$ cat config.mk
export PLATFORM = sky130hd
export DESIGN_NAME = gates_decoder
export DESIGN_NICKNAME = d
export VERILOG_FILES = /design/src/rtl/gates_decoder.sv
export SDC_FILE = /design/constraint.sdc
export NUM_CORES = 1
export LEC_CHECK = 0
export CORE_MARGIN = 4
export CORE_UTILIZATION = 49
export CTS_BUF_LIST = sky130_fd_sc_hd__clkbuf_8
export DETAILED_ROUTE_END_ITERATION = 8
export MAX_ROUTING_LAYER = met4
export PLACE_DENSITY = 0.91
export SKIP_CTS_REPAIR_TIMING = 1
export SYNTH_ARGS = -nofsm -noshare
export SYNTH_HDL_FRONTEND = slang
export SYNTH_SLANG_ARGS = --single-unit
$ cat constraint.sdc
create_clock -name clk -period 2.07 [get_ports clk]
set_input_delay 0.207 -clock clk [delete_from_list [all_inputs] [get_ports clk]]
set_output_delay 0.207 -clock clk [all_outputs]
set_load 0.01 [all_outputs]
$ cat src/rtl/gates_decoder.sv
// Receiver-side decoder for the {AND, OR, XOR} gate-bank result vector.
// Classifies each accepted vector, recovers the input popcount and keeps saturating per-class statistics.
module gates_decoder #(
  parameter int CNT_W       = 8,
  parameter bit STOP_ON_ERR = 1'b0
) (
  input  logic             clk,
  input  logic             rst,
  input  logic             clr,
  input  logic             in_valid,
  output logic             in_ready,
  input  logic [0:2]       gate_vec,
  output logic             out_valid,
  input  logic             out_ready,
  output logic [1:0]       out_ones,
  output logic             out_legal,
  output logic             err,
  output logic             halted,
  output logic [CNT_W-1:0] cnt_zero,
  output logic [CNT_W-1:0] cnt_one,
  output logic [CNT_W-1:0] cnt_two,
  output logic [CNT_W-1:0] cnt_err
);

  // State bit 0 mirrors out_valid, bit 1 mirrors halted.
  typedef enum logic [1:0] {
    IDLE      = 2'b00,
    FULL      = 2'b01,
    HALT      = 2'b10,
    HALT_FULL = 2'b11
  } state_e;

  state_e           state_q, state_d;
  logic [1:0]       ones_q;
  logic             legal_q;
  logic             err_q;
  logic [CNT_W-1:0] cnt_q [4];

  logic [1:0] decOnes;
  logic       decLegal;
  logic       accept;
  logic       drain;

  always_comb begin
    decOnes  = 2'd3;
    decLegal = 1'b0;
    case (gate_vec)
      3'b000: begin decOnes = 2'd0; decLegal = 1'b1; end
      3'b011: begin decOnes = 2'd1; decLegal = 1'b1; end
      3'b110: begin decOnes = 2'd2; decLegal = 1'b1; end
      default: begin decOnes = 2'd3; decLegal = 1'b0; end
    endcase
  end

  assign out_valid = (state_q == FULL) || (state_q == HALT_FULL);
  assign halted    = (state_q == HALT) || (state_q == HALT_FULL);
  assign in_ready  = !clr && !halted && (!out_valid || out_ready);
  assign accept    = in_valid && in_ready;
  assign drain     = out_valid && out_ready;

  always_comb begin
    state_d = state_q;
    case (state_q)
      IDLE, FULL: begin
        if (accept) begin
          state_d = (STOP_ON_ERR && !decLegal) ? HALT_FULL : FULL;
        end else if (drain) begin
          state_d = IDLE;
        end
      end
      HALT_FULL: if (drain) state_d = HALT;
      HALT:      state_d = HALT;
      default:   state_d = IDLE;
    endcase
    if (clr) state_d = IDLE;
  end

  always_ff @(posedge clk or posedge rst) begin
    if (rst) begin
      state_q <= IDLE;
    end else begin
      state_q <= state_d;
    end
  end

  // The output data only changes on an accept, so it stays stable under backpressure.
  always_ff @(posedge clk or posedge rst) begin
    if (rst) begin
      ones_q  <= 2'd0;
      legal_q <= 1'b0;
      err_q   <= 1'b0;
      for (int i = 0; i < 4; i++) cnt_q[i] <= '0;
    end else if (clr) begin
      ones_q  <= 2'd0;
      legal_q <= 1'b0;
      err_q   <= 1'b0;
      for (int i = 0; i < 4; i++) cnt_q[i] <= '0;
    end else if (accept) begin
      ones_q  <= decOnes;
      legal_q <= decLegal;
      if (!decLegal) err_q <= 1'b1;
      if (cnt_q[decOnes] != {CNT_W{1'b1}}) cnt_q[decOnes] <= cnt_q[decOnes] + 1'b1;
    end
  end

  assign out_ones  = ones_q;
  assign out_legal = legal_q;
  assign err       = err_q;
  assign cnt_zero  = cnt_q[0];
  assign cnt_one   = cnt_q[1];
  assign cnt_two   = cnt_q[2];
  assign cnt_err   = cnt_q[3];

endmodule

==> summary.md, run 1 <==
| Metric | Value |
|---|---|
| FF-to-FF End | `cnt_err[2]` |
| CTS buffer count | `5` |
| DR WL/cell | `20.4 microns` |
| Crit path launch | `gate_vec[2]` |
| Fin cells | `435` |
| Ratio of cells with drive above 1 in the final layout | `39.1%` |
| Ys Warns | `0` |
| Top cell type's share of synthesized area | `39.2%` |
| Total Power | `2.11 mW` |
| Vias | `2677` |
| Cell Area, Placed | `3430 sq um` |
| Synth top cells by count | `dfrtp_1 (38), nand2_1 (18), nor2_1 (17)` |
| Clock root buffer | `clkbuf_8` |
| DRT Pass-1 Iters | `5` |
| Critical Path RT | `2.26 ns` |
| Initial antenna violation count | `0` |
| Post-synth EDFFs | `0` |
| Failing checks | `negative setup slack` |
| Hold Crit Class | `input port to async pin` |
| Placed cells | `420` |
| Synth cell types | `52` |
| Register area share after synthesis | `39.2%` |
| Area contributors post-synth | `dfrtp_1 (39%), o2bb2ai_1 (4.7%), and4b_1 (3.3%), nor3b_1 (3.1%), mux2i_1 (2.9%)` |
| Antenna diodes | `0` |
| Max Clock Freq | `421 MHz` |
| Static Leak | `1.68 nW` |
| Largest net degree at the start of global routing | `39` |
| Most used flip-flop cell after synthesis | `dfrtp_1` |
| First-pass GRT wire length | `12200 microns` |
| # setup viols final | `32` |
| Ys async rst share | `100%` |
| Die area | `6150 sq um` |
| Max Root-Sink Buffers | `2` |
| Syn_area_per_cell | `9.41 sq um` |
| DP HPWL | `5540 microns` |
| Antenna viol nets, final | `0` |
| CP Data Arrival Time | `2.56 ns` |
| Placer Congestion | `0.993` |
| R2R depth | `10` |
| Post-route cell area | `3840 sq um` |
| Maximum VDD drop | `0.000461 V` |
| Final worst-path cycle share | `115%` |
| Slew HR | `64.6%` |
| R2r setup slk | `-0.23 ns` |
| Total track usage | `26.1%` |
| Hold WS | `0.323 ns` |
| Clk_skew | `0.00619 ns` |
| Clk Latency, worst-skew pair | `0.30 ns` |
| Mapped Cells | `258` |
| Via density | `6.15` |
| Io pins | `47` |
| Max-cap violation count | `0` |
| DIE HEIGHT | `78.4 microns` |
| Critical R2R Launch | `cnt_err[0]` |
| Maximum fanout along the worst path | `6` |
| H-tree depth | `2` |
| Number of buffers added on ports | `46` |
| Post-synthesis register bit count | `38` |
| Total routed wirelength | `8880 microns` |
| Dominant cell type by area after synthesis | `dfrtp_1` |
| Most frequent cell after synthesis | `dfrtp_1` |
| RSZ-0062 raised after global routing | `yes` |
| Final setup margin | `-0.307 ns` |
| Die Wd | `78.4 microns` |
| Hold Fails Final Rpt | `0` |
| WS Path Type | `input port to flip-flop` |
| DRC | `0` |
| Mapped cell area | `2430 sq um` |
| Clk sink count | `38` |
| CTS tree | `done` |
| Row count | `25` |
| Syn-to-layout area delta | `58.0%` |
| Worst-path clk slew | `0.08 ns` |
| Shortest period the worst path allows | `2.38 ns` |
| Fin nets | `376` |
| Detailed Route Iter0 Violations | `321` |
| Final Max Tran Viols | `0` |
| Initial Util | `51.1%` |
| Status | `finished, violations left` |
| Core area | `4750 sq um` |
| Net Count, Synth | `267` |
| CP Launch Type | `input port` |
| Pwr dens | `551 nW/um^2` |
| Total gr overflow | `0` |
| Vias in the first global route | `2553` |
| Worst Setup End Kind | `flip-flop` |
| Slew @ Worst Pin | `0.531 ns` |
==> placed cells by master (no fill, tap or decap), types with 4 or more instances in the layout <==
cell / count
a22o_1: 7
nand3b_1: 4
o2bb2ai_1: 6
buf_4: 67
nand3_1: 4
nor3b_1: 10
o21ai_1: 9
nor2_1: 13
inv_1: 5
nand2_2: 4
a21oi_1: 13
clkdlybuf4s50_1: 43
clkbuf_8: 6
o21ai_0: 9
nand2_1: 12
mux2i_1: 7
and4b_1: 8
nand2b_1: 5
o2bb2ai_2: 7
dfrtp_1: 38
xor2_1: 4
buf_6: 6
o21ai_2: 6
==> registers in the layout, indices dropped and copies added (netlist names) <==
name and count:
out_ones 2, cnt_two 8, state_q 2, cnt_err 8, err 1, cnt_zero 8
out_legal 1, cnt_one 8
==> where the power goes <==
part | internal, mW | switching (mW)
Clock | 0.264 | 0.274
Sequential | 0.787 | 0.0465
Combinational | 0.366 | 0.378
Total | 1.42 | 0.698
==> how the worst max path moves through the flow <==
stage,cells past startpoint,to,slack [ns]
after floorplan,13,cnt_zero[6],-0.43
after global placement,13,cnt_two[4],-0.86
after detailed placement,13,cnt_two[4],-1.01
after CTS,13,cnt_two[4],-0.71
after global routing,13,cnt_two[4],-0.36
final,13,cnt_two[4],-0.31
==> cell families (layout without fill, tap and decap cells) <==
kind of cell | count (synthesis) | count (layout) | share of synthesized area (%)
fa+ha+maj | 1 | 1 | 0.515
simple gates | 89 | 89 | 21.5
xor+xnor | 8 | 8 | 3.50
mux | 9 | 9 | 3.81
flops | 38 | 38 | 39.2
compound gates | 87 | 87 | 25.8
buf+inv | 26 | 136 | 5.77
==> metrics by stage <==
stage | setup WS, ns | TNS [ns] | util (%)
floorplan | -0.431 | -10.99 | -
global placement | -0.857 | -24.83 | 72.1
detailed placement | -1.01 | -29.20 | 72.1
CTS | -0.710 | -19.55 | 74.0
global route | -0.363 | -8.32 | 80.7
finish | -0.307 | -6.32 | 80.7
==> critical path, cell delays in order <==
cell and delay [ns]:
clkbuf_2 0.15, buf_12 0.17, xor2_4 0.15, nor2_2 0.26, nor2_4 0.07, a31oi_2 0.20
ha_2 0.22, a21boi_2 0.14, a21boi_4 0.26, a41oi_2 0.18, buf_6 0.18, and2_4 0.13
a22o_1 0.23
==> routing by layer <==
layer	GRT usage (%)	part of all wire [%]
met5	-	0
met2	43.5	50
met4	10.5	4.5
met1	31.8	39
met3	4.24	7.3
==> layout make-up <==
class / count / area, sq um
Inverter: 6 / 22.5
Sequential cell: 38 / 951
Timing Repair Buffer: 122 / 1090
Tap cell: 67 / 83.8
Clock buffer: 6 / 82.6
Clock inverter: 2 / 8.76
Fill cell: 274 / 918
Multi-Input combinational cell: 194 / 1600
No activity file was read; power rests on OpenSTA's default activity.
==> run 2, diff against run 1 <==
==> constraint.sdc (replaced) <==
create_clock -name clk -period 2.07 [get_ports clk]
set_input_delay 0.3105 -clock clk [delete_from_list [all_inputs] [get_ports clk]]
set_output_delay 0.3105 -clock clk [all_outputs]
set_load 0.01 [all_outputs]
==> run 2 against run 1 <==
  * Worst hold slack better by 0.10 ns
  * The run still ends with negative setup slack left
  * Combinational power barely moved
  * Register-to-register slack got worse by 0.12 ns
  * Die area stayed put
  * Utilization rose by 1.3 points
  * Sequential share of layout area fell by 0.41 points
  * Global-route usage down 0.21 points
  * Critical path depth did not move
  * Power down 0.22%
  * Largest power group unchanged
  * Final area increased by 1.7%
  * Sequential power about the same
  * Via count is 0.19% higher
  * Critical path type unchanged
==> summary.md, run 2 (same netlist as run 1, synthesis figures left out) <==
| Metric | Value |
|---|---|
| Status | `finished, violations left` |
| Failing checks | `negative setup slack` |
| DRC | `0` |
| Final worst-path cycle share | `121%` |
| Clock root buffer | `clkbuf_8` |
| Placer Congestion | `1.01` |
| Clk_skew | `0.00686 ns` |
| Initial Util | `51.1%` |
| Shortest period the worst path allows | `2.50 ns` |
| Net Sw Frac | `32.7%` |
| Total routed wirelength | `8880 microns` |
| R2R depth | `11` |
| FF-to-FF End | `cnt_two[4]` |
| Maximum VDD drop | `0.000428 V` |
| Placed cells | `422` |
| Critical Path RT | `2.26 ns` |
| Final setup margin | `-0.432 ns` |
| Total track usage | `25.9%` |
| Total Power | `2.11 mW` |
| Row count | `25` |
| R2r setup slk | `-0.35 ns` |
| First-pass GRT wire length | `12200 microns` |
| Number of buffers added on ports | `46` |
| Ratio of cells with drive above 1 in the final layout | `40.0%` |
| Cell class contributing the biggest share of worst-path delay | `compound AO/OA/AOI/OAI gates` |
| Initial antenna violation count | `0` |
| Flop pwr share | `39.4%` |
| Max Root-Sink Buffers | `2` |
| Antenna diodes | `0` |
| DRT Pass-1 Iters | `5` |
| Antenna viol nets, final | `0` |
| Maximum fanout along the worst path | `6` |
| Combinational share of power | `35.2%` |
| Vias | `2682` |
| Most common library cell in the layout ignoring fill and taps | `buf_4` |
| Max stage delay on crit path | `0.29 ns` |
| Slew @ Worst Pin | `0.530 ns` |
| CP Data Arrival Time | `2.69 ns` |
| Fin nets | `378` |
| CP dominant cell by count | `nor2_4` |
| Slew HR | `64.7%` |
| Core area | `4750 sq um` |
| Via density | `6.14` |
| H-tree depth | `2` |
| Worst Setup End Kind | `flip-flop` |
| Worst-path clk slew | `0.08 ns` |
| DP HPWL | `5460 microns` |
| Total gr overflow | `0` |
| Critical path depth in cells | `13` |
| Critical path buffers and inverters | `2` |
| CTS tree | `done` |
| Crit path cell chain | `buf_8 -> xor2_4 -> nor2_4 -> mux2_4 -> nor2_4 -> a31oi_4 -> ha_2 -> a21boi_2 -> a21boi_4 -> a41oi_2 -> buf_6 -> and2_4 -> a22o_1` |
| Core Util, Final | `82.0%` |
| Die area | `6150 sq um` |
| Syn-to-layout area delta | `60.6%` |
| DIE HEIGHT | `78.4 microns` |
| Io pins | `47` |
| FILL cells | `262` |
| Crit-path slowest cell | `a21boi_4` |
| Final Max Tran Viols | `0` |
| Static Leak | `1.69 nW` |
| RSZ-0062 raised after global routing | `yes` |
| CP Launch Type | `input port` |
| Hold Fails Final Rpt | `0` |
| Fin cells | `437` |
| CTS buffer count | `5` |
| Clk Latency, worst-skew pair | `0.30 ns` |
| DR WL/cell | `20.3 microns` |
| Largest net degree at the start of global routing | `39` |
| Detailed Route Iter0 Violations | `211` |
| Cell-internal power | `1.42 mW` |
| Hold Crit Class | `input port to async pin` |
| Max Clock Freq | `400 MHz` |
| # setup viols final | `33` |
| Vias in the first global route | `2571` |
| Most frequent cells in the layout | `buf_4 (66), clkdlybuf4s50_1 (43), dfrtp_1 (38)` |
| Clock network power share | `25.3%` |
| WS Path Type | `input port to flip-flop` |
| Max-cap violation count | `0` |
| Critical R2R Launch | `cnt_two[1]` |
| P_sw | `0.689 mW` |
| Pwr dens | `541 nW/um^2` |
| Die Wd | `78.4 microns` |
| Clk sink count | `38` |
[run 2: metrics by stage]
| stage | setup TNS [ns] | setup slack, ns | area [sq um] | hold slack (ns) |
|---|---|---|---|---|
| final | -10.78 | -0.432 | 3900 | 0.427 |
| after global routing | -12.21 | -0.481 | 3900 | 0.474 |
| after floorplan | -14.30 | -0.534 | 2480 | 0.485 |
| after CTS | -24.39 | -0.853 | 3530 | 0.442 |
| after global placement | -28.10 | -0.958 | 3440 | 0.490 |
| after detailed placement | -32.22 | -1.09 | 3440 | 0.505 |
[run 2: power groups by stage]
stage	clock (mW)	sequential, mW	combinational, mW
after floorplan	0	0.858	0.282
after global placement	0	0.837	0.596
after detailed placement	0	0.838	0.607
after CTS	0.529	0.825	0.613
after global routing	0.564	0.836	0.784
final	0.535	0.832	0.743
[run 2: tightest hold or removal path: stages]
cell	delay, ns
clkdlybuf4s50_1	0.39
inv_1	0.05
buf_4	0.41
[run 2: how the worst max path moves through the flow]
stage / start / slack, ns / to
floorplan: gate_vec[0] / -0.53 / cnt_zero[6]
global placement: gate_vec[0] / -0.96 / cnt_two[4]
detailed placement: gate_vec[0] / -1.09 / cnt_two[4]
CTS: gate_vec[0] / -0.85 / cnt_two[4]
global route: gate_vec[1] / -0.48 / cnt_two[4]
finish: gate_vec[1] / -0.43 / cnt_two[4]
[run 2: final cells by class]
type	instances	area (sq um)	area share, %
multi-input combinational	194	1610	41.3
timing repair buffer	124	1140	29.3
sequential	38	951	24.4
tap	67	83.8	2.15
clock buffer	6	82.6	2.12
inverter	6	22.5	0.577
clock inverter	2	8.76	0.225
[run 2: routing by layer]
metal | global-route usage (%) | vias to the layer above | routed length, microns
li1 | - | 1191 | -
met1 | 33.0 | 1280 | 3470
met2 | 40.7 | 166 | 4280
met3 | 4.93 | 45 | 662
met4 | 11.0 | 0 | 471
met5 | - | - | 0
==> run 3, diff against run 2 <==
--- a/config.mk
+++ b/config.mk
@@ -5,6 +5,7 @@
 export SDC_FILE = /design/constraint.sdc
 export NUM_CORES = 1
 export LEC_CHECK = 0
+export ABC_AREA = 0
 export CORE_MARGIN = 4
 export CORE_UTILIZATION = 49
 export CTS_BUF_LIST = sky130_fd_sc_hd__clkbuf_8
==> results of run 3 <==
The final DEF is identical to that of run 2; final timing and power are the same.
